### config.mk
export PLATFORM = sky130hd
export DESIGN_NAME = pc_sequencer
export DESIGN_NICKNAME = d
export VERILOG_FILES = /design/src/rtl/pc_sequencer.sv
export SDC_FILE = /design/constraint.sdc
export NUM_CORES = 1
export LEC_CHECK = 0
export ABC_AREA = 1
export BUFFER_PORTS_ARGS = -buffer_cell sky130_fd_sc_hd__buf_2
export CAP_MARGIN = 30
export CORE_MARGIN = 2
export CORE_UTILIZATION = 40
export DETAILED_ROUTE_END_ITERATION = 6
export PLACE_DENSITY = 0.59
export SLEW_MARGIN = 5
export SYNTH_ARGS = -nofsm -noshare
export SYNTH_HDL_FRONTEND = slang
export SYNTH_SLANG_ARGS = --single-unit
### constraint.sdc
create_clock -name clk_i -period 2.5 [get_ports clk_i]
set_input_delay 0.5 -clock clk_i [delete_from_list [all_inputs] [get_ports clk_i]]
set_output_delay 0.5 -clock clk_i [all_outputs]
set_load 0.01 [all_outputs]
### src/rtl/pc_sequencer.sv
// Program counter and control-flow unit: sequential fetch, Z/C relative branches, jumps and
// call/return through a hardware return-address stack. Define PCSEQ_TRAP_EN to vector stack errors.
module pc_sequencer #(
  parameter int unsigned PC_W  = 12,
  parameter int unsigned OFF_W = 8,
  parameter int unsigned DEPTH = 8,
  parameter logic [PC_W-1:0] RESET_VEC = '0,
  parameter logic [PC_W-1:0] TRAP_VEC  = PC_W'(12'hFF0),
  localparam int unsigned SpW = $clog2(DEPTH + 1)
) (
  input  logic             clk_i,
  input  logic             rst_i,
  input  logic             en_i,
  input  logic [2:0]       cmd_i,
  input  logic [1:0]       cond_i,
  input  logic [OFF_W-1:0] off_i,
  input  logic [PC_W-1:0]  tgt_i,
  input  logic             z_i,
  input  logic             c_i,
  input  logic             clr_err_i,
  output logic [PC_W-1:0]  pc_o,
  output logic             taken_o,
  output logic [SpW-1:0]   sp_level_o,
  output logic             stk_full_o,
  output logic             stk_empty_o,
  output logic             ovf_o,
  output logic             unf_o,
  output logic             trap_o
);

  localparam logic [2:0] CmdBr   = 3'd1;
  localparam logic [2:0] CmdJmp  = 3'd2;
  localparam logic [2:0] CmdCall = 3'd3;
  localparam logic [2:0] CmdRet  = 3'd4;

  logic [PC_W-1:0] pc_q, pc_d;
  logic [SpW-1:0]  sp_q, sp_d;
  logic            taken_q, taken_d;
  logic            ovf_q, ovf_d;
  logic            unf_q, unf_d;
  logic            trap_d;
  logic            push;
  logic [PC_W-1:0] stack_q [DEPTH];

  logic [PC_W-1:0] seq_pc;
  logic [PC_W-1:0] off_ext;
  logic [PC_W-1:0] br_pc;
  logic [PC_W-1:0] top_entry;
  logic            cond_true;
  logic            full;
  logic            empty;

  assign seq_pc  = pc_q + PC_W'(1);
  // Sign-extend the offset to the PC width; the add then wraps modulo 2^PC_W.
  assign off_ext = PC_W'($signed(off_i));
  assign br_pc   = seq_pc + off_ext;
  assign full    = (sp_q == SpW'(DEPTH));
  assign empty   = (sp_q == '0);

  always_comb begin
    cond_true = 1'b0;
    unique case (cond_i)
      2'b00: cond_true = z_i;
      2'b01: cond_true = ~z_i;
      2'b10: cond_true = c_i;
      2'b11: cond_true = ~c_i;
      default: cond_true = 1'b0;
    endcase
  end

  always_comb begin
    top_entry = '0;
    for (int i = 0; i < DEPTH; i++) begin
      if (sp_q == SpW'(i + 1)) top_entry = stack_q[i];
    end
  end

  always_comb begin
    pc_d    = pc_q;
    sp_d    = sp_q;
    taken_d = 1'b0;
    trap_d  = 1'b0;
    push    = 1'b0;
    ovf_d   = ovf_q & ~clr_err_i;
    unf_d   = unf_q & ~clr_err_i;
    if (en_i) begin
      pc_d = seq_pc;
      case (cmd_i)
        CmdBr: begin
          if (cond_true) begin
            pc_d    = br_pc;
            taken_d = 1'b1;
          end
        end
        CmdJmp: begin
          pc_d    = tgt_i;
          taken_d = 1'b1;
        end
        CmdCall: begin
          taken_d = 1'b1;
          if (full) begin
            ovf_d = 1'b1;
`ifdef PCSEQ_TRAP_EN
            pc_d   = TRAP_VEC;
            trap_d = 1'b1;
`else
            pc_d   = tgt_i;
`endif
          end else begin
            push = 1'b1;
            sp_d = sp_q + SpW'(1);
            pc_d = tgt_i;
          end
        end
        CmdRet: begin
          if (empty) begin
            unf_d = 1'b1;
`ifdef PCSEQ_TRAP_EN
            pc_d    = TRAP_VEC;
            taken_d = 1'b1;
            trap_d  = 1'b1;
`endif
          end else begin
            pc_d    = top_entry;
            sp_d    = sp_q - SpW'(1);
            taken_d = 1'b1;
          end
        end
        default: ;
      endcase
    end
  end

  always_ff @(posedge clk_i) begin
    if (rst_i) begin
      pc_q    <= RESET_VEC;
      sp_q    <= '0;
      taken_q <= 1'b0;
      ovf_q   <= 1'b0;
      unf_q   <= 1'b0;
    end else begin
      pc_q    <= pc_d;
      sp_q    <= sp_d;
      taken_q <= taken_d;
      ovf_q   <= ovf_d;
      unf_q   <= unf_d;
    end
  end

  // Stack storage needs no reset; only entries below sp_q are ever read.
  always_ff @(posedge clk_i) begin
    for (int i = 0; i < DEPTH; i++) begin
      if (push && !rst_i && (sp_q == SpW'(i))) stack_q[i] <= seq_pc;
    end
  end

`ifdef PCSEQ_TRAP_EN
  logic trap_q;
  always_ff @(posedge clk_i) begin
    if (rst_i) trap_q <= 1'b0;
    else       trap_q <= trap_d;
  end
  assign trap_o = trap_q;
`else
  assign trap_o = 1'b0;
`endif

  assign pc_o        = pc_q;
  assign taken_o     = taken_q;
  assign sp_level_o  = sp_q;
  assign stk_full_o  = full;
  assign stk_empty_o = empty;
  assign ovf_o       = ovf_q;
  assign unf_o       = unf_q;

endmodule
# After elaboration in Yosys (flattened, before gate mapping)
# Memory sizes are Yosys's and may differ from the RTL's.
# Index checks and enable logic that the tools add are counted.
# word_totals
input_bits	31
register_bits	19
n_memories	1
ramBits	96
# mem_list
memory	depth	word_bits	rd	rd_clocked_by_memory_dff	write_ports	line_no	text
stack_q	8	12	8	0	1	43	logic [PC_W-1:0] stack_q [DEPTH];
# classes
n_eq_ne	17
bitwise	6
add_sub_neg	4
n_reduce_logical	23
n_mux	64
# op_table
operator	count
two-way mux 12 bit	17
OR reduction 12 bit	7
one-hot mux 12 bit (3 select lines)	1
two-way mux 1 bit	34
two-way mux 3 bit	7
equality test 4 x 3 -> 1 bit (second input constant)	4
adder 12 x 1 -> 12 bit (second input constant)	1
adder 12 bit	1
logical AND 1 bit	9
equality test 4 x 2 -> 1 bit (second input constant)	2
two-way mux 4 bit	2
one-hot mux 4 bit (2 select lines)	1
equality test 3 x 2 -> 1 bit (second input constant)	2
adder 4 x 1 -> 4 bit (second input constant)	1
equality test 2 bit (second input constant)	2
equality test 4 x 1 -> 1 bit (second input constant)	1
equality test 4 bit (second input constant)	1
logical NOT 4 bit	1
!= test 2 bit (second input constant)	2
inverter 1 bit	4
one-hot mux 1 bit (4 select lines)	1
AND reduction 4 bit	1
OR reduction 2 bit	2
subtractor 4 x 1 -> 4 bit (second input constant)	1
8 further kinds	9

# Logic depth before layout (Yosys ltp)
# Gate-level depths: netlist of the first run.
# depth
ltp_word	16
mapped_depth	20
depth_no_buf	20

# Worst setup path before layout of the first run
# OpenSTA, ideal clock, no wires.
# synth_path
path_type	flip-flop to flip-flop
startpoint	register pc_q[0] (netlist: pc_o[0])
endpoint	register pc_q[11] (netlist: pc_o[11])
path_slack_ps	-187
required_time_ps	2383
period_less_slack_ps	2687
stages_incl_launch_ff	17
t_arrival_ps	2570
path_cell_list	dfxtp_1 > ha_1 > nand2_1 > nor2_1 > nand4_1 > xor2_1 > inv_1 > ha_1 > a21oi_1 > a21boi_0 > nand3_1 > nand2_1 > nand3_1 > o21ai_0 > a21oi_1 > nor2_1 > nor2_1
# synth_via
elab_chain_len	4
word_cells_on_any_way	5
cone_classes	add/sub (2); mux (3)
# synth_lines
item	line_no	text
from (decl)	36	logic [PC_W-1:0] pc_q, pc_d;
from (signal assigned)	142	pc_q <= pc_d;
adder 12 x 1 -> 12 bit	53	assign seq_pc = pc_q + PC_W'(1);
named net seq_pc[10]	45	logic [PC_W-1:0] seq_pc;
adder 12 bit	56	assign br_pc = seq_pc + off_ext;
two-way mux 12 bit	90	if (cond_true) begin
one-hot mux 12 bit (3 select lines)	88	case (cmd_i)
# The timed path passes the listed nets, and every way through them passes these cells.
# A chain may end at the register's enable or synchronous reset.

# Worst setup path in the final report of the first run
# layout_path
startpoint	register pc_q[2] (netlist: pc_o[2])
endpoint	register pc_q[10] (netlist: pc_o[10])
# Same word-level chain as after synthesis.

==> results of run 1 <==
==> flip-flops by register name, summed over array words and instances (netlist names) <==
signal,cells
pc_o,12
stack_q,96
sp_level_o,4
taken_o,1
unf_o,1
ovf_o,1
==> worst max-delay path: cells and delay by family (launching register included) <==
| kind | cells | cell delay (ns) |
|---|---|---|
| AO/OA/AOI/OAI | 3 | 0.36 |
| adder cells (fa/ha/maj) | 1 | 0.21 |
| XOR/XNOR | 1 | 0.14 |
| flip-flops | 1 | 0.37 |
| buffers and inverters | 6 | 0.49 |
| AND/OR/NAND/NOR | 8 | 0.82 |
==> layout make-up <==
cell class	count	share of cell area, %
inverters	100	4.64
well taps	216	3.18
multi-input cells	551	35.6
flip-flops and latches	115	38.6
clock buffers	18	5.05
clock inverters	14	1.90
repair buffers	141	11.1
==> what timing repair did <==
action | 4_1_cts | 5_1_grt
setup endpoints to repair | 9 | 12
pin swaps | 5 | 39
setup buffers | 3 | 10
resized for setup | 28 | 84
==> cells in the final DEF, fill, tap and decap left out, types with 4 or more instances in the layout <==
master	n
nand2_1	244
edfxtp_1	96
buf_4	87
inv_1	78
nor2_1	57
buf_2	51
a21oi_1	49
nand3_1	42
o21ai_0	28
clkbuf_16	17
inv_2	16
nand2_2	15
or2_2	14
dfxtp_1	14
ha_4	10
nor2_4	9
ha_1	9
nand4_1	7
o21ai_1	7
nand3_2	7
nor2_2	6
nand2_4	5
inv_4	4
nor3_4	4
xor2_1	4
clkinvlp_4	4
a21oi_2	4
==> final timing paths <==
path                                 from        to  slack [ns]  cells after the start
worst max register to register    pc_o[2]  pc_o[10]        0.06                     19
worst min register to register      unf_o     unf_o        0.50                      2
worst min-delay path            clr_err_i     unf_o        0.39                      4
worst max-delay path              pc_o[2]  pc_o[10]        0.06                     19
==> stage by stage <==
| step | instance area, µm² | hold slack (ns) | setup TNS, ns | cells |
|---|---|---|---|---|
| 2_1_floorplan | 6400 | 0.507 | -1.80 | 788 |
| 3_3_place_gp | 7400 | 0.485 | -0.583 | 1110 |
| 3_5_place_dp | 7400 | 0.491 | -0.834 | 1110 |
| 4_1_cts | 8090 | 0.387 | -0.0605 | 1145 |
| 5_1_grt | 8500 | 0.431 | -0.492 | 1155 |
| 6_report | 8500 | 0.391 | 0 | 1155 |
==> power groups by stage <==
stage,Sequential [µW],Clock [µW],Combinational [µW]
final,2130,2420,816
after floorplan,2180,0,360
after detailed placement,2170,0,680
after global placement,2170,0,680
after CTS,2130,2450,711
after global routing,2130,2510,892
==> layer usage <==
| layer | vias to the layer above | global-route usage (%) | routed length [µm] |
|---|---|---|---|
| met5 | - | 0 | 0 |
| met4 | 0 | 7.57 | 264 |
| met3 | 19 | 3.99 | 992 |
| met2 | 170 | 39.3 | 9340 |
| met1 | 2521 | 27.8 | 7920 |
| li1 | 2842 | - | - |
==> synthesized netlist by cell type <==
| master | count |
|---|---|
| ha_1 | 19 |
| xnor2_1 | 2 |
| nand2_2 | 2 |
| a21boi_0 | 1 |
| clkbuf_1 | 6 |
| xor2_1 | 5 |
| nand2_4 | 1 |
| nor2_2 | 3 |
| nand2_1 | 261 |
| a32oi_1 | 1 |
| a21oi_1 | 55 |
| dfxtp_1 | 19 |
| or2_2 | 15 |
| a21o_1 | 2 |
| nand3_1 | 50 |
| nor3_2 | 1 |
| o211ai_1 | 2 |
| o21ai_1 | 3 |
| nor4_1 | 2 |
| nor2_1 | 65 |
| a31oi_1 | 1 |
| o21ai_0 | 35 |
| fa_1 | 1 |
| buf_4 | 3 |
| or2_0 | 2 |
| buf_2 | 11 |
| clkbuf_2 | 1 |
| nand4_1 | 7 |
| nor3_1 | 7 |
| edfxtp_1 | 96 |
| conb_1 | 1 |
| nor2_4 | 4 |
| buf_6 | 1 |
| inv_1 | 92 |
| inv_2 | 8 |
| nor3_4 | 1 |
| o21bai_1 | 2 |
==> logic make-up (layout without fill, tap and decap cells) <==
group	after synthesis	after routing	synth area share, %
other cells	1	1	0.0586
compound gates	102	102	8.33
simple gates	421	421	27.9
xor+xnor	7	7	0.959
fa+ha+maj	20	20	4.03
buf+inv	122	273	7.69
flops	115	115	51.0
==> summary.txt, run 1 <==
Pre-antenna DRT Iters -> 5
Post-Syn Area -> 6400 µm²
Largest net degree at the start of global routing -> 25
Critical path class -> reg2reg
Initial Util -> 40.6%
Area leader, netlist -> edfxtp_1
Hold Vio Cnt, Final -> 0
Die Width -> 130 µm
First-pass GRT wire length -> 28.3 mm
Diode count -> 0
Crit path cell chain -> inv_4, nor3_4, nand2_2, xor2_1, buf_4, inv_6, ha_4, a21oi_4, buf_6, o21ai_2, nand2_1, nand4_1, nand2_1, inv_2, o21ai_2, nand3_2, nand3_2, nand2_1, inv_1
Crit end category -> flop
DR WL/cell -> 16.0 µm
Final setup viols -> 0
Core Region -> 15,800 µm²
Row Count -> 46
Initial antenna violation count -> 0
Crit-path max cell delay -> 0.37 ns
Worst setup margin -> 0.0608 ns
# hold bufs at CTS -> 0
Clk pin slew, worst setup/hold paths -> 0.06 ns
Area Overhead vs Synth -> 32.9%
Register Area -> 3280 µm²
GRT Total Usage -> 22.3%
Seq cells post-synth -> 115
Max Transition Viols Final -> 0
Internal power -> 4000 µW
YS warnings -> 0
Nets -> 977
Area share of the largest cell type after synthesis -> 45.1%
Fill cell count -> 1,493
Multi-input gate area -> 3030 µm²
Most frequent CP cell -> nand2_1
Core Util, Final -> 53.9%
Port buffer count -> 51
Critical Path Slowest Stage Cell -> dfxtp_4
Crit path launch type -> flop
Vias in the first global route -> 5,523
Unrepaired setup endpoints after global routing -> true
Maximum VDD drop -> 0.000450 V
Die Footprint -> 17,000 µm²
Register area share after synthesis -> 51.0%
Final GP Congestion -> 0.936
Cell count after synthesis -> 788
CTS sink cnt -> 115
CTS root buf -> clkbuf_16
Num ports -> 53
DRC violations left -> 0
Total gr overflow -> 0
Dpl hpwl -> 13.5 mm
Fin crit share -> 97.6%
CTS max path bufs -> 2
Avg Inst Size Synth -> 8.12 µm²
CTS tree -> done
Switching power -> 1370 µW
Vias -> 5,552
Synthesized Nets -> 839
Sw frac -> 25.6%
Iter 0 DRT Violations -> 348
Achievable clock frequency -> 410 MHz
Number of distinct library cells after synthesis -> 37
Die Span Y -> 130 µm
Worst-Skew Late Latency -> 0.42 ns
Fin crit period -> 2.44 ns
Crit path max fanout -> 3
H-tree levels -> 4
Via density -> 4.81
Overall power -> 5370 µW
Hold Crit Class -> in2reg
Status -> completed
Dpl ws -> -0.188 ns
Critical path data required time -> 2.87 ns
Clock share of power -> 45.1%
Register share of total power -> 39.7%
Layout cells sized above 1 -> 30.1%
Max-cap violations -> 0
Antenna Nets Post-Route -> 0
Synth area leaders -> edfxtp_1, nand2_1, dfxtp_1
CTS buffer count -> 17
Clock skew -> 0.00834 ns
Pwr dens -> 632 nW/µm²
Combinational power share -> 15.2%
LEAKAGE -> 0.00381 µW
Arr. time, crit path -> 2.81 ns
WL final -> 18.5 mm
No activity file was read; power rests on OpenSTA's default activity.
==> run 2, diff against run 1 <==
- CTS_BUF_LIST: default -> sky130_fd_sc_hd__clkbuf_4 sky130_fd_sc_hd__clkbuf_8 sky130_fd_sc_hd__clkbuf_16
==> run 2 against run 1 <==
Against the previous run: register-to-register slack is essentially flat; power grew 0.20%; largest power group unchanged; worst hold slack is the same; critical path type unchanged; via count is essentially flat; largest cell class unchanged.
==> summary.txt, run 2 (same netlist as run 1, synthesis figures left out) <==
Status -> completed
Worst-Skew Late Latency -> 0.42 ns (about the same)
Row Count -> 46 (unchanged)
H-tree levels -> 4 (unchanged)
Pwr dens -> 633 nW/µm² (+0.16%)
Initial Util -> 40.6% (unchanged)
Num ports -> 53 (unchanged)
Crit path cell chain -> inv_4, nor3_4, nand2_2, xor2_1, buf_4, inv_6, ha_4, a21oi_4, buf_6, o21ai_2, nand2_1, nand4_1, nand2_1, inv_2, o21ai_2, nand3_2, nand3_2, nand2_1, inv_1
Largest register FFs -> 96 (unchanged)
Vias -> 5,550 (-0.036%)
Final Instance Count excl. Fillers -> 1,155 (unchanged)
CTS buffer count -> 17 (unchanged)
Most frequent cells in the layout -> nand2_1, edfxtp_1, buf_4
Clk pin slew, worst setup/hold paths -> 0.06 ns (about the same)
R2R setup slack -> 0.06 ns (about the same)
Dpl hpwl -> 13.5 mm (unchanged)
Area Overhead vs Synth -> 32.9% (about the same)
Dpl ws -> -0.188 ns (unchanged)
Worst Hold End -> unf_o
FF-to-FF Start -> pc_o[2]
Worst setup margin -> 0.0608 ns (unchanged)
Crit-path max cell delay -> 0.37 ns (about the same)
Hold Crit Class -> in2reg
Pre-antenna DRT Iters -> 5 (unchanged)
Critical path data required time -> 2.87 ns (about the same)
R2R depth -> 19 (unchanged)
Die Footprint -> 17,000 µm² (unchanged)
Fin crit period -> 2.44 ns (unchanged)
Total gr overflow -> 0 (unchanged)
Maximum VDD drop -> 0.000450 V (about the same)
Multi-input gate area -> 3030 µm² (unchanged)
Largest net degree at the start of global routing -> 25 (unchanged)
Crit path max fanout -> 3 (unchanged)
Diode count -> 0 (unchanged)
Critical Path Slowest Stage Cell -> dfxtp_4
CTS max path bufs -> 2 (unchanged)
Overall power -> 5380 µW (+0.20%)
Port buffer count -> 51 (unchanged)
Die Width -> 130 µm (unchanged)
WL final -> 18.5 mm (about the same)
Placed insts -> 1,110 (unchanged)
Hold-critical path depth -> 4 (unchanged)
Crit path launch type -> flop
Max-cap violations -> 0 (unchanged)
Max Transition Viols Final -> 0 (unchanged)
Unrepaired setup endpoints after global routing -> true
Hold path start -> clr_err_i
Die Span Y -> 130 µm (unchanged)
CTS tree -> done
Layout cells sized above 1 -> 30.2% (+0.11 points)
CTS sink cnt -> 115 (unchanged)
Register Area -> 3280 µm² (unchanged)
DR WL/cell -> 16.0 µm (about the same)
Commonest non-fill, non-tap cell in the layout -> nand2_1
Fin crit share -> 97.6% (unchanged)
Hold Vio Cnt, Final -> 0 (unchanged)
Biggest register -> stack_q
Initial antenna violation count -> 0 (unchanged)
Core Util, Final -> 53.9% (about the same)
Final Cell Area -> 8500 µm² (about the same)
Iter 0 DRT Violations -> 348 (unchanged)
Arr. time, crit path -> 2.81 ns (about the same)
Via density -> 4.81 (about the same)
DRC violations left -> 0 (unchanged)
Final GP Congestion -> 0.936 (unchanged)
First-pass GRT wire length -> 28.3 mm (unchanged)
CTS root buf -> clkbuf_16
Final setup viols -> 0 (unchanged)
Antenna Nets Post-Route -> 0 (unchanged)
Critical path class -> reg2reg
Achievable clock frequency -> 410 MHz (unchanged)
Core Region -> 15,800 µm² (unchanged)
Crit end category -> flop
LEAKAGE -> 0.00381 µW (about the same)
Most frequent CP cell -> nand2_1
Cell Area, Placed -> 7400 µm² (unchanged)
Nets -> 977 (unchanged)
GRT Total Usage -> 22.3% (unchanged)
Vias in the first global route -> 5,523 (unchanged)
Fill cell count -> 1,491 (-0.13%)
Clock skew -> 0.00833 ns (-0.00000755 ns)
End of the worst register-to-register path -> pc_o[10]
==> run 2: layer usage <==
layer | routed length (µm) | up-vias | track usage, %
met1 | 7950 | 2520 | 27.8
met3 | 971 | 19 | 3.99
met4 | 264 | 0 | 7.57
met5 | 0 | - | 0
li1 | - | 2842 | -
met2 | 9330 | 169 | 39.3
==> run 2: area by class of cell <==
cell class	count	area share (%)
Sequential cell	115	38.5
Multi-Input combinational cell	551	35.6
Timing Repair Buffer	141	11.1
Clock buffer	18	5.09
Inverter	100	4.64
Tap cell	216	3.18
Clock inverter	14	1.90
==> run 2: per-stage QoR <==
step | hold WS (ns) | setup TNS (ns)
2_1_floorplan | 0.507 | -1.80
3_3_place_gp | 0.485 | -0.583
3_5_place_dp | 0.491 | -0.834
4_1_cts | 0.387 | -0.0605
5_1_grt | 0.431 | -0.492
6_report | 0.391 | 0
==> run 2: worst max-delay path: cells and delay by family, from the launching register on <==
family	cells	cell delay, ns
XOR/XNOR	1	0.14
AO/OA/AOI/OAI	3	0.36
buffers and inverters	6	0.49
adder cells (fa/ha/maj)	1	0.21
AND/OR/NAND/NOR	8	0.82
flip-flops	1	0.37
==> run 2: repair_timing <==
item,4_1_cts,5_1_grt
setup endpoints to repair,9,12
pin swaps,5,39
buffers inserted,3,10
hold buffers,0,0
gates resized for setup,28,84
==> run 2: how the worst max path moves through the flow <==
stage / start / endpoint / slack (ns) / depth (start not counted)
global placement: pc_o[2] / pc_o[10] / -0.18 / 19
detailed placement: pc_o[1] / pc_o[11] / -0.19 / 16
finish: pc_o[2] / pc_o[10] / 0.06 / 19
global route: pc_o[0] / pc_o[9] / -0.12 / 21
CTS: pc_o[0] / pc_o[11] / -0.06 / 16
floorplan: sp_level_o[0] / stack_q[0][12] / -0.07 / 7
==> run 2: report_power, final <==
part	total, µW	switching [µW]	leakage, µW	internal, µW
sequential	2130	20.6	0.00104	2110
clock	2430	865	0.000285	1570
combinational	816	488	0.00249	328
total	5380	1370	0.00381	4010
